## config.mk

```make
export PLATFORM = sky130hd
export DESIGN_NAME = hazard_ctrl_flat
export DESIGN_NICKNAME = d
export VERILOG_FILES = /design/src/rtl/hazard_ctrl_if.sv /design/src/rtl/hazard_ctrl.sv /design/src/flat_wrapper.sv
export SDC_FILE = /design/constraint.sdc
export NUM_CORES = 1
export LEC_CHECK = 0
export BUFFER_PORTS_ARGS = -buffer_cell sky130_fd_sc_hd__buf_4
export CORE_ASPECT_RATIO = 1.1
export CORE_MARGIN = 1
export CORE_UTILIZATION = 40
export DETAILED_ROUTE_END_ITERATION = 7
export GPL_TIMING_DRIVEN = 0
export HOLD_SLACK_MARGIN = 0.06
export PLACE_DENSITY = 0.75
export SYNTH_ARGS = -nofsm -noshare
export SYNTH_HDL_FRONTEND = slang
export SYNTH_SLANG_ARGS = --single-unit
```

## constraint.sdc

```tcl
create_clock -name clk -period 1.6 [get_ports clk]
set_input_delay 0.16 -clock clk [delete_from_list [all_inputs] [get_ports clk]]
set_output_delay 0.16 -clock clk [all_outputs]
set_load 0.02 [all_outputs]
```

## src/rtl/hazard_ctrl_if.sv

```systemverilog
// Pipeline-side signal bundle for the hazard/stall controller: hazard inputs from
// the decode/execute/memory/writeback stages and the stall, flush and forwarding controls returned.
interface hazard_ctrl_if;
  logic [4:0] rs_D, rt_D, rs_E, rt_E;
  logic [4:0] rf_wa_E, rf_wa_M, rf_wa_W;
  logic       we_reg_E, we_reg_M, we_reg_W;
  logic       dm2reg_E, dm2reg_M;
  logic       branch_D, reg_jump_D;
  logic       md_start_E, md_is_div_E;
  logic       dm_ready_M;
  logic       stall_f2d, stall_d2e, flush_d2e, stall_e2m, flush_e2m, flush_m2w;
  logic [1:0] fwd_a_E, fwd_b_E;
  logic       fwd_a_D, fwd_b_D;
  logic       md_busy, md_done;

  modport master (
    output rs_D, rt_D, rs_E, rt_E, rf_wa_E, rf_wa_M, rf_wa_W,
           we_reg_E, we_reg_M, we_reg_W, dm2reg_E, dm2reg_M,
           branch_D, reg_jump_D, md_start_E, md_is_div_E, dm_ready_M,
    input  stall_f2d, stall_d2e, flush_d2e, stall_e2m, flush_e2m, flush_m2w,
           fwd_a_E, fwd_b_E, fwd_a_D, fwd_b_D, md_busy, md_done
  );

  modport slave (
    input  rs_D, rt_D, rs_E, rt_E, rf_wa_E, rf_wa_M, rf_wa_W,
           we_reg_E, we_reg_M, we_reg_W, dm2reg_E, dm2reg_M,
           branch_D, reg_jump_D, md_start_E, md_is_div_E, dm_ready_M,
    output stall_f2d, stall_d2e, flush_d2e, stall_e2m, flush_e2m, flush_m2w,
           fwd_a_E, fwd_b_E, fwd_a_D, fwd_b_D, md_busy, md_done
  );
endinterface

```

## src/rtl/hazard_ctrl.sv

```systemverilog
// Hazard and stall controller for the 5-stage MIPS pipeline: forwarding selects,
// load-use / branch interlocks, memory-wait freeze and the mult/div busy sequencer.
module hazard_ctrl #(
  parameter int MUL_CYCLES = 4,
  parameter int DIV_CYCLES = 32,
  parameter int CNT_W      = 6
) (
  input  logic         clk,
  input  logic         rst,
  hazard_ctrl_if.slave hz
);

  typedef enum logic {IDLE, BUSY} md_state_t;

  localparam logic [CNT_W-1:0] MUL_LOAD = CNT_W'(MUL_CYCLES - 1);
  localparam logic [CNT_W-1:0] DIV_LOAD = CNT_W'(DIV_CYCLES - 1);

  md_state_t        state, state_nx;
  logic [CNT_W-1:0] cnt, cnt_nx;
  logic             done_raw;
  logic             md_stall, lu, bh;
  logic             m_wr, w_wr, e_wr, m_load;

  always_ff @(posedge clk) begin
    if (rst) begin
      state <= IDLE;
      cnt   <= '0;
    end else begin
      state <= state_nx;
      cnt   <= cnt_nx;
    end
  end

  // The counter keeps running during a memory wait; completion waits only for memory.
  always_comb begin
    state_nx = state;
    cnt_nx   = cnt;
    done_raw = 1'b0;
    case (state)
      IDLE: begin
        if (hz.md_start_E && hz.dm_ready_M) begin
          cnt_nx   = hz.md_is_div_E ? DIV_LOAD : MUL_LOAD;
          state_nx = BUSY;
        end
      end
      BUSY: begin
        if (cnt != '0) begin
          cnt_nx = cnt - CNT_W'(1);
        end else if (hz.dm_ready_M) begin
          done_raw = 1'b1;
          state_nx = IDLE;
        end
      end
      default: state_nx = IDLE;
    endcase
  end

  always_comb begin
    m_wr     = hz.we_reg_M && (hz.rf_wa_M != 5'd0);
    w_wr     = hz.we_reg_W && (hz.rf_wa_W != 5'd0);
    e_wr     = hz.we_reg_E && (hz.rf_wa_E != 5'd0);
    m_load   = hz.dm2reg_M && (hz.rf_wa_M != 5'd0);
    md_stall = ((state == IDLE) && hz.md_start_E) || ((state == BUSY) && (cnt != '0));
    lu = hz.dm2reg_E && e_wr &&
         ((hz.rf_wa_E == hz.rs_D) || (hz.rf_wa_E == hz.rt_D));
    bh = (hz.branch_D || hz.reg_jump_D) &&
         ((e_wr && ((hz.rf_wa_E == hz.rs_D) || (hz.rf_wa_E == hz.rt_D))) ||
          (m_load && ((hz.rf_wa_M == hz.rs_D) || (hz.rf_wa_M == hz.rt_D))));
  end

  // Every output is held low while reset is asserted.
  always_comb begin
    hz.fwd_a_E   = 2'b00;
    hz.fwd_b_E   = 2'b00;
    hz.fwd_a_D   = 1'b0;
    hz.fwd_b_D   = 1'b0;
    hz.stall_f2d = 1'b0;
    hz.stall_d2e = 1'b0;
    hz.flush_d2e = 1'b0;
    hz.stall_e2m = 1'b0;
    hz.flush_e2m = 1'b0;
    hz.flush_m2w = 1'b0;
    hz.md_busy   = 1'b0;
    hz.md_done   = 1'b0;
    if (!rst) begin
      if (m_wr && (hz.rf_wa_M == hz.rs_E))      hz.fwd_a_E = 2'b10;
      else if (w_wr && (hz.rf_wa_W == hz.rs_E)) hz.fwd_a_E = 2'b01;
      if (m_wr && (hz.rf_wa_M == hz.rt_E))      hz.fwd_b_E = 2'b10;
      else if (w_wr && (hz.rf_wa_W == hz.rt_E)) hz.fwd_b_E = 2'b01;
      hz.fwd_a_D = m_wr && (hz.rf_wa_M == hz.rs_D);
      hz.fwd_b_D = m_wr && (hz.rf_wa_M == hz.rt_D);
      hz.md_busy = (state == BUSY);
      hz.md_done = done_raw;
      if (!hz.dm_ready_M) begin
        hz.stall_f2d = 1'b1;
        hz.stall_d2e = 1'b1;
        hz.stall_e2m = 1'b1;
        hz.flush_m2w = 1'b1;
      end else if (md_stall) begin
        hz.stall_f2d = 1'b1;
        hz.stall_d2e = 1'b1;
        hz.flush_e2m = 1'b1;
      end else if (lu || bh) begin
        hz.stall_f2d = 1'b1;
        hz.flush_d2e = 1'b1;
      end
    end
  end

endmodule

```

## src/flat_wrapper.sv

```systemverilog
// flat-port wrapper written by rule: the top's interface ports become plain ports
module hazard_ctrl_flat 
#(
  parameter int MUL_CYCLES = 4,
  parameter int DIV_CYCLES = 32,
  parameter int CNT_W      = 6
)
  (clk, rst, hz_rs_D, hz_rt_D, hz_rs_E, hz_rt_E, hz_rf_wa_E, hz_rf_wa_M, hz_rf_wa_W, hz_we_reg_E, hz_we_reg_M, hz_we_reg_W, hz_dm2reg_E, hz_dm2reg_M, hz_branch_D, hz_reg_jump_D, hz_md_start_E, hz_md_is_div_E, hz_dm_ready_M, hz_stall_f2d, hz_stall_d2e, hz_flush_d2e, hz_stall_e2m, hz_flush_e2m, hz_flush_m2w, hz_fwd_a_E, hz_fwd_b_E, hz_fwd_a_D, hz_fwd_b_D, hz_md_busy, hz_md_done);
  hazard_ctrl_if hz_i ();
  input  logic clk;
  input  logic rst;
  input wire logic [$bits(hz_i.rs_D)-1:0] hz_rs_D;
  input wire logic [$bits(hz_i.rt_D)-1:0] hz_rt_D;
  input wire logic [$bits(hz_i.rs_E)-1:0] hz_rs_E;
  input wire logic [$bits(hz_i.rt_E)-1:0] hz_rt_E;
  input wire logic [$bits(hz_i.rf_wa_E)-1:0] hz_rf_wa_E;
  input wire logic [$bits(hz_i.rf_wa_M)-1:0] hz_rf_wa_M;
  input wire logic [$bits(hz_i.rf_wa_W)-1:0] hz_rf_wa_W;
  input wire logic [$bits(hz_i.we_reg_E)-1:0] hz_we_reg_E;
  input wire logic [$bits(hz_i.we_reg_M)-1:0] hz_we_reg_M;
  input wire logic [$bits(hz_i.we_reg_W)-1:0] hz_we_reg_W;
  input wire logic [$bits(hz_i.dm2reg_E)-1:0] hz_dm2reg_E;
  input wire logic [$bits(hz_i.dm2reg_M)-1:0] hz_dm2reg_M;
  input wire logic [$bits(hz_i.branch_D)-1:0] hz_branch_D;
  input wire logic [$bits(hz_i.reg_jump_D)-1:0] hz_reg_jump_D;
  input wire logic [$bits(hz_i.md_start_E)-1:0] hz_md_start_E;
  input wire logic [$bits(hz_i.md_is_div_E)-1:0] hz_md_is_div_E;
  input wire logic [$bits(hz_i.dm_ready_M)-1:0] hz_dm_ready_M;
  output wire logic [$bits(hz_i.stall_f2d)-1:0] hz_stall_f2d;
  output wire logic [$bits(hz_i.stall_d2e)-1:0] hz_stall_d2e;
  output wire logic [$bits(hz_i.flush_d2e)-1:0] hz_flush_d2e;
  output wire logic [$bits(hz_i.stall_e2m)-1:0] hz_stall_e2m;
  output wire logic [$bits(hz_i.flush_e2m)-1:0] hz_flush_e2m;
  output wire logic [$bits(hz_i.flush_m2w)-1:0] hz_flush_m2w;
  output wire logic [$bits(hz_i.fwd_a_E)-1:0] hz_fwd_a_E;
  output wire logic [$bits(hz_i.fwd_b_E)-1:0] hz_fwd_b_E;
  output wire logic [$bits(hz_i.fwd_a_D)-1:0] hz_fwd_a_D;
  output wire logic [$bits(hz_i.fwd_b_D)-1:0] hz_fwd_b_D;
  output wire logic [$bits(hz_i.md_busy)-1:0] hz_md_busy;
  output wire logic [$bits(hz_i.md_done)-1:0] hz_md_done;
  assign hz_i.rs_D = hz_rs_D;
  assign hz_i.rt_D = hz_rt_D;
  assign hz_i.rs_E = hz_rs_E;
  assign hz_i.rt_E = hz_rt_E;
  assign hz_i.rf_wa_E = hz_rf_wa_E;
  assign hz_i.rf_wa_M = hz_rf_wa_M;
  assign hz_i.rf_wa_W = hz_rf_wa_W;
  assign hz_i.we_reg_E = hz_we_reg_E;
  assign hz_i.we_reg_M = hz_we_reg_M;
  assign hz_i.we_reg_W = hz_we_reg_W;
  assign hz_i.dm2reg_E = hz_dm2reg_E;
  assign hz_i.dm2reg_M = hz_dm2reg_M;
  assign hz_i.branch_D = hz_branch_D;
  assign hz_i.reg_jump_D = hz_reg_jump_D;
  assign hz_i.md_start_E = hz_md_start_E;
  assign hz_i.md_is_div_E = hz_md_is_div_E;
  assign hz_i.dm_ready_M = hz_dm_ready_M;
  assign hz_stall_f2d = hz_i.stall_f2d;
  assign hz_stall_d2e = hz_i.stall_d2e;
  assign hz_flush_d2e = hz_i.flush_d2e;
  assign hz_stall_e2m = hz_i.stall_e2m;
  assign hz_flush_e2m = hz_i.flush_e2m;
  assign hz_flush_m2w = hz_i.flush_m2w;
  assign hz_fwd_a_E = hz_i.fwd_a_E;
  assign hz_fwd_b_E = hz_i.fwd_b_E;
  assign hz_fwd_a_D = hz_i.fwd_a_D;
  assign hz_fwd_b_D = hz_i.fwd_b_D;
  assign hz_md_busy = hz_i.md_busy;
  assign hz_md_done = hz_i.md_done;
  hazard_ctrl #(.MUL_CYCLES(MUL_CYCLES), .DIV_CYCLES(DIV_CYCLES), .CNT_W(CNT_W)) u_core (.clk(clk), .rst(rst), .hz(hz_i));
endmodule
```

==> flow_metrics.env, run 1 <==
export IMPL_status="finished with violations"
export IMPL_violations="negative setup slack"
export IMPL_clkSlewWorstSetupHoldPaths_ns=0.05
export IMPL_synth_compound_area_frac=0.1673
export IMPL_hold_class="in2reg"
export IMPL_tightest_slew_ns=0.6561
export IMPL_startpoint_type="register"
export IMPL_grt_pass1_wl_mm=5.789
export IMPL_rsz0062_at_grt="true"
export IMPL_finalSetupViolations=15
export IMPL_gp_congestion=0.8260
export IMPL_synthesis_nets=180
export IMPL_fin_ws_ns=-0.5884
export IMPL_wire_per_inst_um=15.67
export IMPL_p_total_uw=1042
export IMPL_slowest_delay_ns=0.39
export IMPL_synth_area_mux_share=0
export IMPL_syn_instance_count=132
export IMPL_path_common_cell="buf_4"
export IMPL_core_area_mm2=0.002496
export IMPL_cts_hold_buf=0
export IMPL_clock_sinks=7
export IMPL_p_leak_uw=0.0007535
export IMPL_die_w_um=50.79
export IMPL_yosysSeqAreaShare=0.1338
export IMPL_dp_cells=218
export IMPL_setup_worst_path_start="u_core.cnt[0]"
export IMPL_ys_types=41
export IMPL_cts_made_buffers=3
export IMPL_initial_utilization=0.4195
export IMPL_clock_path_buffers=2
export IMPL_crit_arrival_ns=2.03
export IMPL_grt_max_degree=11
export IMPL_nNetsFinal=256
export IMPL_io_buffers=55
export IMPL_synth_edf_count=0
export IMPL_track_usage=0.2692
export IMPL_ant_nets=0
export IMPL_num_vias=1285
export IMPL_drv_slew=0
export IMPL_die_area_mm2=0.002827
export IMPL_hold_viol_final=0
export IMPL_dp_slack_ns=-0.3792
export IMPL_path_cells="inv_2, ha_4, or3b_4, o31a_4, a21oi_4, buf_4, a21oi_2, buf_4"
export IMPL_dpl_instance_area_mm2=0.001588
export IMPL_final_cell_area_mm2=0.001843
export IMPL_die_h_um=55.67
export IMPL_wirelength_mm=3.729
export IMPL_async_flop_share=0
export IMPL_synth_top_area_frac=0.1924
export IMPL_p_per_area_mw_per_mm2=565.6
export IMPL_dr_pass1_iters=4
export IMPL_syn_avg_cell_area_um2=7.934
export IMPL_slew_headroom=0.5580
export IMPL_clock_latency_ns=0.26
export IMPL_antennaDiodeCount=0
export IMPL_cap_viol_max_count=0
export IMPL_syn_cell_area_mm2=0.001047
export IMPL_yosys_area_top_type="xor2_1"
export IMPL_peakVddDrop_mv=0.6288
export IMPL_worstSetupPathType="reg2out"
export IMPL_finalCriticalPeriod_ns=2.188
export IMPL_drtIter0Drc=31
export IMPL_r2r_start="u_core.cnt[0]"
export IMPL_viasPerCell=5.399
export IMPL_dpl_hpwl_mm=2.615
export IMPL_synth_top_family_by_area="XOR/XNOR gates"
export IMPL_grt_pass1_vias=1296
export IMPL_synth_xor_area_frac=0.3429
export IMPL_drc_errors=0
export IMPL_min_path_cells=2
export IMPL_cp_required_ns=1.44
export IMPL_antenna_found_initial=0
export IMPL_fin_skew_ns=0.0004566
export IMPL_finalCritPeriodShare=1.368
export IMPL_yosysWarnings=0
export IMPL_drive_gt1_frac=0.5411
export IMPL_max_freq_mhz=457.0
export IMPL_rows=19
export IMPL_htree_num_levels=1
export IMPL_synth_fa_ha_area_frac=0.01195
export IMPL_cp_slowest_cell="or3b_4"
export IMPL_hp_start="rst"
export IMPL_grt_ovfl_total=0
export IMPL_synth_area_leaders="xor2_1 (19%), xnor2_1 (15%), dfxtp_1 (13%)"
export IMPL_syn_to_final_growth_pct=75.99
export IMPL_synth_seq_cells=7
export IMPL_cts_tree="built"
export IMPL_cts_root_buffer="clkbuf_4"
export IMPL_final_cells=238
export IMPL_crit_path_max_fanout=4
export IMPL_synth_simple_area_share=0.2939
export IMPL_pin_count=61
export IMPL_rr_worst_depth=9
export IMPL_final_util=0.7383
export IMPL_end_kind="primary output"
export IMPL_ys_flop_type="dfxtp_1"
routing by layer:
layer  global-route usage  vias to the layer above  wire length, um
li1                     -                      611                -
met1               0.2852                      612             1406
met2               0.5219                       54             2038
met3              0.02732                        8              215
met4               0.1071                        0               69
met5                    0                        -                0
critical path, delay by kind of cell (launching register included):
| family | cells | cell delay (ns) |
|---|---|---|
| flops | 1 | 0.34 |
| compound gates | 3 | 0.53 |
| fa+ha+maj | 1 | 0.12 |
| buf+inv | 3 | 0.38 |
| simple gates | 1 | 0.39 |
worst paths after layout:
path | to | slack [ns]
max | hz_stall_d2e | -0.59
min reg2reg | u_core.cnt[3] | 0.53
min | u_core.cnt[5] | 0.16
max reg2reg | u_core.cnt[0] | -0.43
registers in the layout (all words and copies together), names as in the netlist:
register and flops:
u_core.state 1, u_core.cnt 6
final cells by class:
cell class,instances,area (um^2)
sequential,7,145.1
tap,31,38.79
inverter,3,11.26
timing repair buffer,71,559.3
clock buffer,4,26.28
buffer,7,58.81
fill,188,653.1
multi-input combinational,115,1003
cell usage in the layout, fill, tap and decap left out, types with 2 or more instances in the layout:
cell type  instances
a211oi_1           2
a21oi_1            4
a21oi_2            2
a21oi_4            2
buf_4             65
buf_6              9
clkbuf_1           2
clkbuf_4           3
dfxtp_1            5
inv_2              3
nand2b_1           3
nand3_1            6
nor2_1             6
nor2b_1            4
nor3_1             6
nor3_2             2
nor3b_1            2
nor3b_2            2
nor4_4             4
o21ai_1            4
o21ai_2            2
or4_4              3
xnor2_1           18
xor2_1            23
power breakdown:
group / internal (uW) / switching [uW]
Clock: 95.7 / 72.9
Combinational: 350 / 303
Sequential: 197 / 23.5
Total: 643 / 399
synthesized netlist by cell type, drive strengths merged (2+ instances only):
master / count
nand3: 6
o21ai: 8
nand2b: 3
a211oi: 2
or4: 4
xor2: 23
nor2: 8
nor4: 5
inv: 3
nor3: 9
nor2b: 4
xnor2: 18
buf: 5
dfxtp: 7
a21oi: 8
nor3b: 4
clkbuf: 2
stage by stage:
step                hold WS (ns)  TNS (ns)
floorplan                 0.2393    -1.061
global placement          0.4131    -2.473
detailed placement        0.4204    -2.696
CTS                       0.1476    -4.772
global route              0.1652    -6.025
finish                    0.1591    -5.264
logic make-up after synthesis:
| family | after synthesis |
|---|---|
| AO/OA/AOI/OAI | 24 |
| buffers and inverters | 10 |
| adder cells (fa/ha/maj) | 1 |
| flip-flops | 7 |
| XOR/XNOR | 41 |
| AND/OR/NAND/NOR | 49 |
repair_timing:
action,CTS,global route
endpoints found under the setup margin,17,18
pin swaps,8,8
gates resized for setup,19,8
setup buffers,9,7
Power figures use the tool's default switching activity.
==> run 2, diff against run 1 <==
--- a/config.mk
+++ b/config.mk
@@ -6,7 +6,7 @@
 export NUM_CORES = 1
 export LEC_CHECK = 0
 export BUFFER_PORTS_ARGS = -buffer_cell sky130_fd_sc_hd__buf_4
-export CORE_ASPECT_RATIO = 1.1
+export CORE_ASPECT_RATIO = 2
 export CORE_MARGIN = 1
 export CORE_UTILIZATION = 40
 export DETAILED_ROUTE_END_ITERATION = 7
==> flow_metrics.env, run 2 (synthesis gave the netlist of run 1 again) <==
export IMPL_p_per_area_mw_per_mm2=592.8
export IMPL_cts_hold_buf=0
export IMPL_status="finished with violations"
export IMPL_die_area_mm2=0.002839
export IMPL_num_vias=1262
export IMPL_crit_arrival_ns=1.94
export IMPL_antenna_found_initial=0
export IMPL_slowest_delay_ns=0.38
export IMPL_grt_ovfl_total=0
export IMPL_clock_sinks=7
export IMPL_grt_max_degree=11
export IMPL_dr_pass1_iters=4
export IMPL_num_fill_cells=200
export IMPL_drv_slew=0
export IMPL_rows=25
export IMPL_clkSlewWorstSetupHoldPaths_ns=0.04
export IMPL_cp_slowest_cell="or3b_4"
export IMPL_drtIter0Drc=23
export IMPL_grt_pass1_wl_mm=5.816
export IMPL_hold_viol_final=0
export IMPL_path_cells="inv_2, ha_4, or3b_4, o31a_4, a21oi_4, nand2b_1, a21oi_4, buf_6"
export IMPL_cp_num_buf_inv=2
export IMPL_finalCritPeriodShare=1.315
export IMPL_slew_headroom=0.5717
export IMPL_die_w_um=38.18
export IMPL_wire_per_inst_um=16.85
export IMPL_largest_reg_flops=6
export IMPL_final_util=0.7564
export IMPL_pin_count=61
export IMPL_violations="negative setup slack"
export IMPL_worstSetupPathType="reg2out"
export IMPL_hold_class="in2reg"
export IMPL_drc_errors=0
export IMPL_tightest_slew_ns=0.6358
export IMPL_crit_path_max_fanout=4
export IMPL_nNetsFinal=251
export IMPL_cts_root_buffer="clkbuf_8"
export IMPL_multiInputGateArea_mm2=0.001003
export IMPL_cp_required_ns=1.44
export IMPL_path_common_cell="a21oi_4"
export IMPL_peakVddDrop_mv=0.5909
export IMPL_clock_path_buffers=2
export IMPL_cap_viol_max_count=0
export IMPL_die_h_um=74.36
export IMPL_hold_worst_slack_ns=0.2087
export IMPL_viasPerCell=5.511
export IMPL_top_register="u_core.cnt"
export IMPL_syn_to_final_growth_pct=73.95
export IMPL_reg_largest_list="u_core.cnt (6), u_core.state (1)"
export IMPL_max_freq_mhz=475.1
export IMPL_mostFrequentLayoutCell="buf_4"
export IMPL_drive_gt1_frac=0.5248
export IMPL_gp_congestion=0.7812
export IMPL_finalSetupViolations=15
export IMPL_p_leak_uw=0.0007404
export IMPL_startpoint_type="register"
export IMPL_cts_tree="built"
export IMPL_clock_latency_ns=0.23
export IMPL_ant_nets=0
export IMPL_io_buffers=55
export IMPL_wirelength_mm=3.858
export IMPL_track_usage=0.2843
export IMPL_seq_area_um2=145.1
export IMPL_core_area_mm2=0.002409
export IMPL_fin_ws_ns=-0.5048
export IMPL_cts_made_buffers=3
export IMPL_htree_num_levels=1
export IMPL_end_kind="primary output"
export IMPL_fin_skew_ns=0.006139
export IMPL_grt_pass1_vias=1405
export IMPL_crit_family="compound AO/OA/AOI/OAI gates"
export IMPL_final_cell_mix="buf_4 (61), xor2_1 (23), xnor2_1 (17), buf_6 (7), nor3_1 (7)"
export IMPL_dpl_hpwl_mm=2.984
export IMPL_finalCriticalPeriod_ns=2.105
export IMPL_rsz0062_at_grt="true"
export IMPL_antennaDiodeCount=0
export IMPL_initial_utilization=0.4348
run 2: final cells by class:
type | count | area share
tap | 27 | 0.01854
sequential | 7 | 0.07967
clock buffer | 4 | 0.02473
buffer | 7 | 0.03571
inverter | 3 | 0.006181
timing repair buffer | 66 | 0.2843
multi-input combinational | 115 | 0.5508
run 2: worst register-to-register path, cell delays in order, from the launching register on:
cell      delay [ns]
dfxtp_4         0.34
inv_2           0.06
ha_4            0.12
or3b_4          0.38
o31a_4          0.30
buf_4           0.14
buf_6           0.12
or2_4           0.28
nor2_2          0.09
a211oi_1        0.05
run 2: power by group:
part	internal [uW]	switching, uW	total, uW
Combinational	316	290	606
Sequential	198	25.0	223
Clock	172	77.8	250
Total	687	393	1080
run 2: through the flow:
| step | area, um^2 | worst slack, ns | total power [uW] | cells | setup TNS [ns] |
|---|---|---|---|---|---|
| finish | 1822 | -0.5048 | 1080 | 229 | -4.717 |
| global route | 1822 | -0.5657 | 1131 | 229 | -5.418 |
| CTS | 1752 | -0.5843 | 1038 | 226 | -4.490 |
| detailed placement | 1583 | -0.4074 | 711.0 | 214 | -2.965 |
| global placement | 1583 | -0.3804 | 694.0 | 214 | -2.549 |
| floorplan | 1136 | -0.2324 | 521.6 | 132 | -1.061 |
run 2: path summary, 6_finish.rpt:
path | from | to | slack [ns] | depth (start not counted)
min reg2reg | u_core.cnt[3] | u_core.cnt[3] | 0.52 | 2
max | u_core.cnt[0] | hz_flush_d2e | -0.50 | 8
min | rst | u_core.cnt[5] | 0.21 | 2
max reg2reg | u_core.cnt[0] | u_core.cnt[0] | -0.42 | 9
run 2: routing by layer:
layer,track usage,part of all wire,vias up
met5,0,0,-
met4,0.1667,0.035,0
met3,0.01791,0.053,12
met2,0.6008,0.61,68
met1,0.2194,0.30,582
li1,-,-,600
run 2: what timing repair did:
item | 4_1_cts | 5_1_grt
resized for setup | 16 | 12
buffers inserted | 8 | 3
endpoints found under the setup margin | 16 | 16
pin swaps | 9 | 5
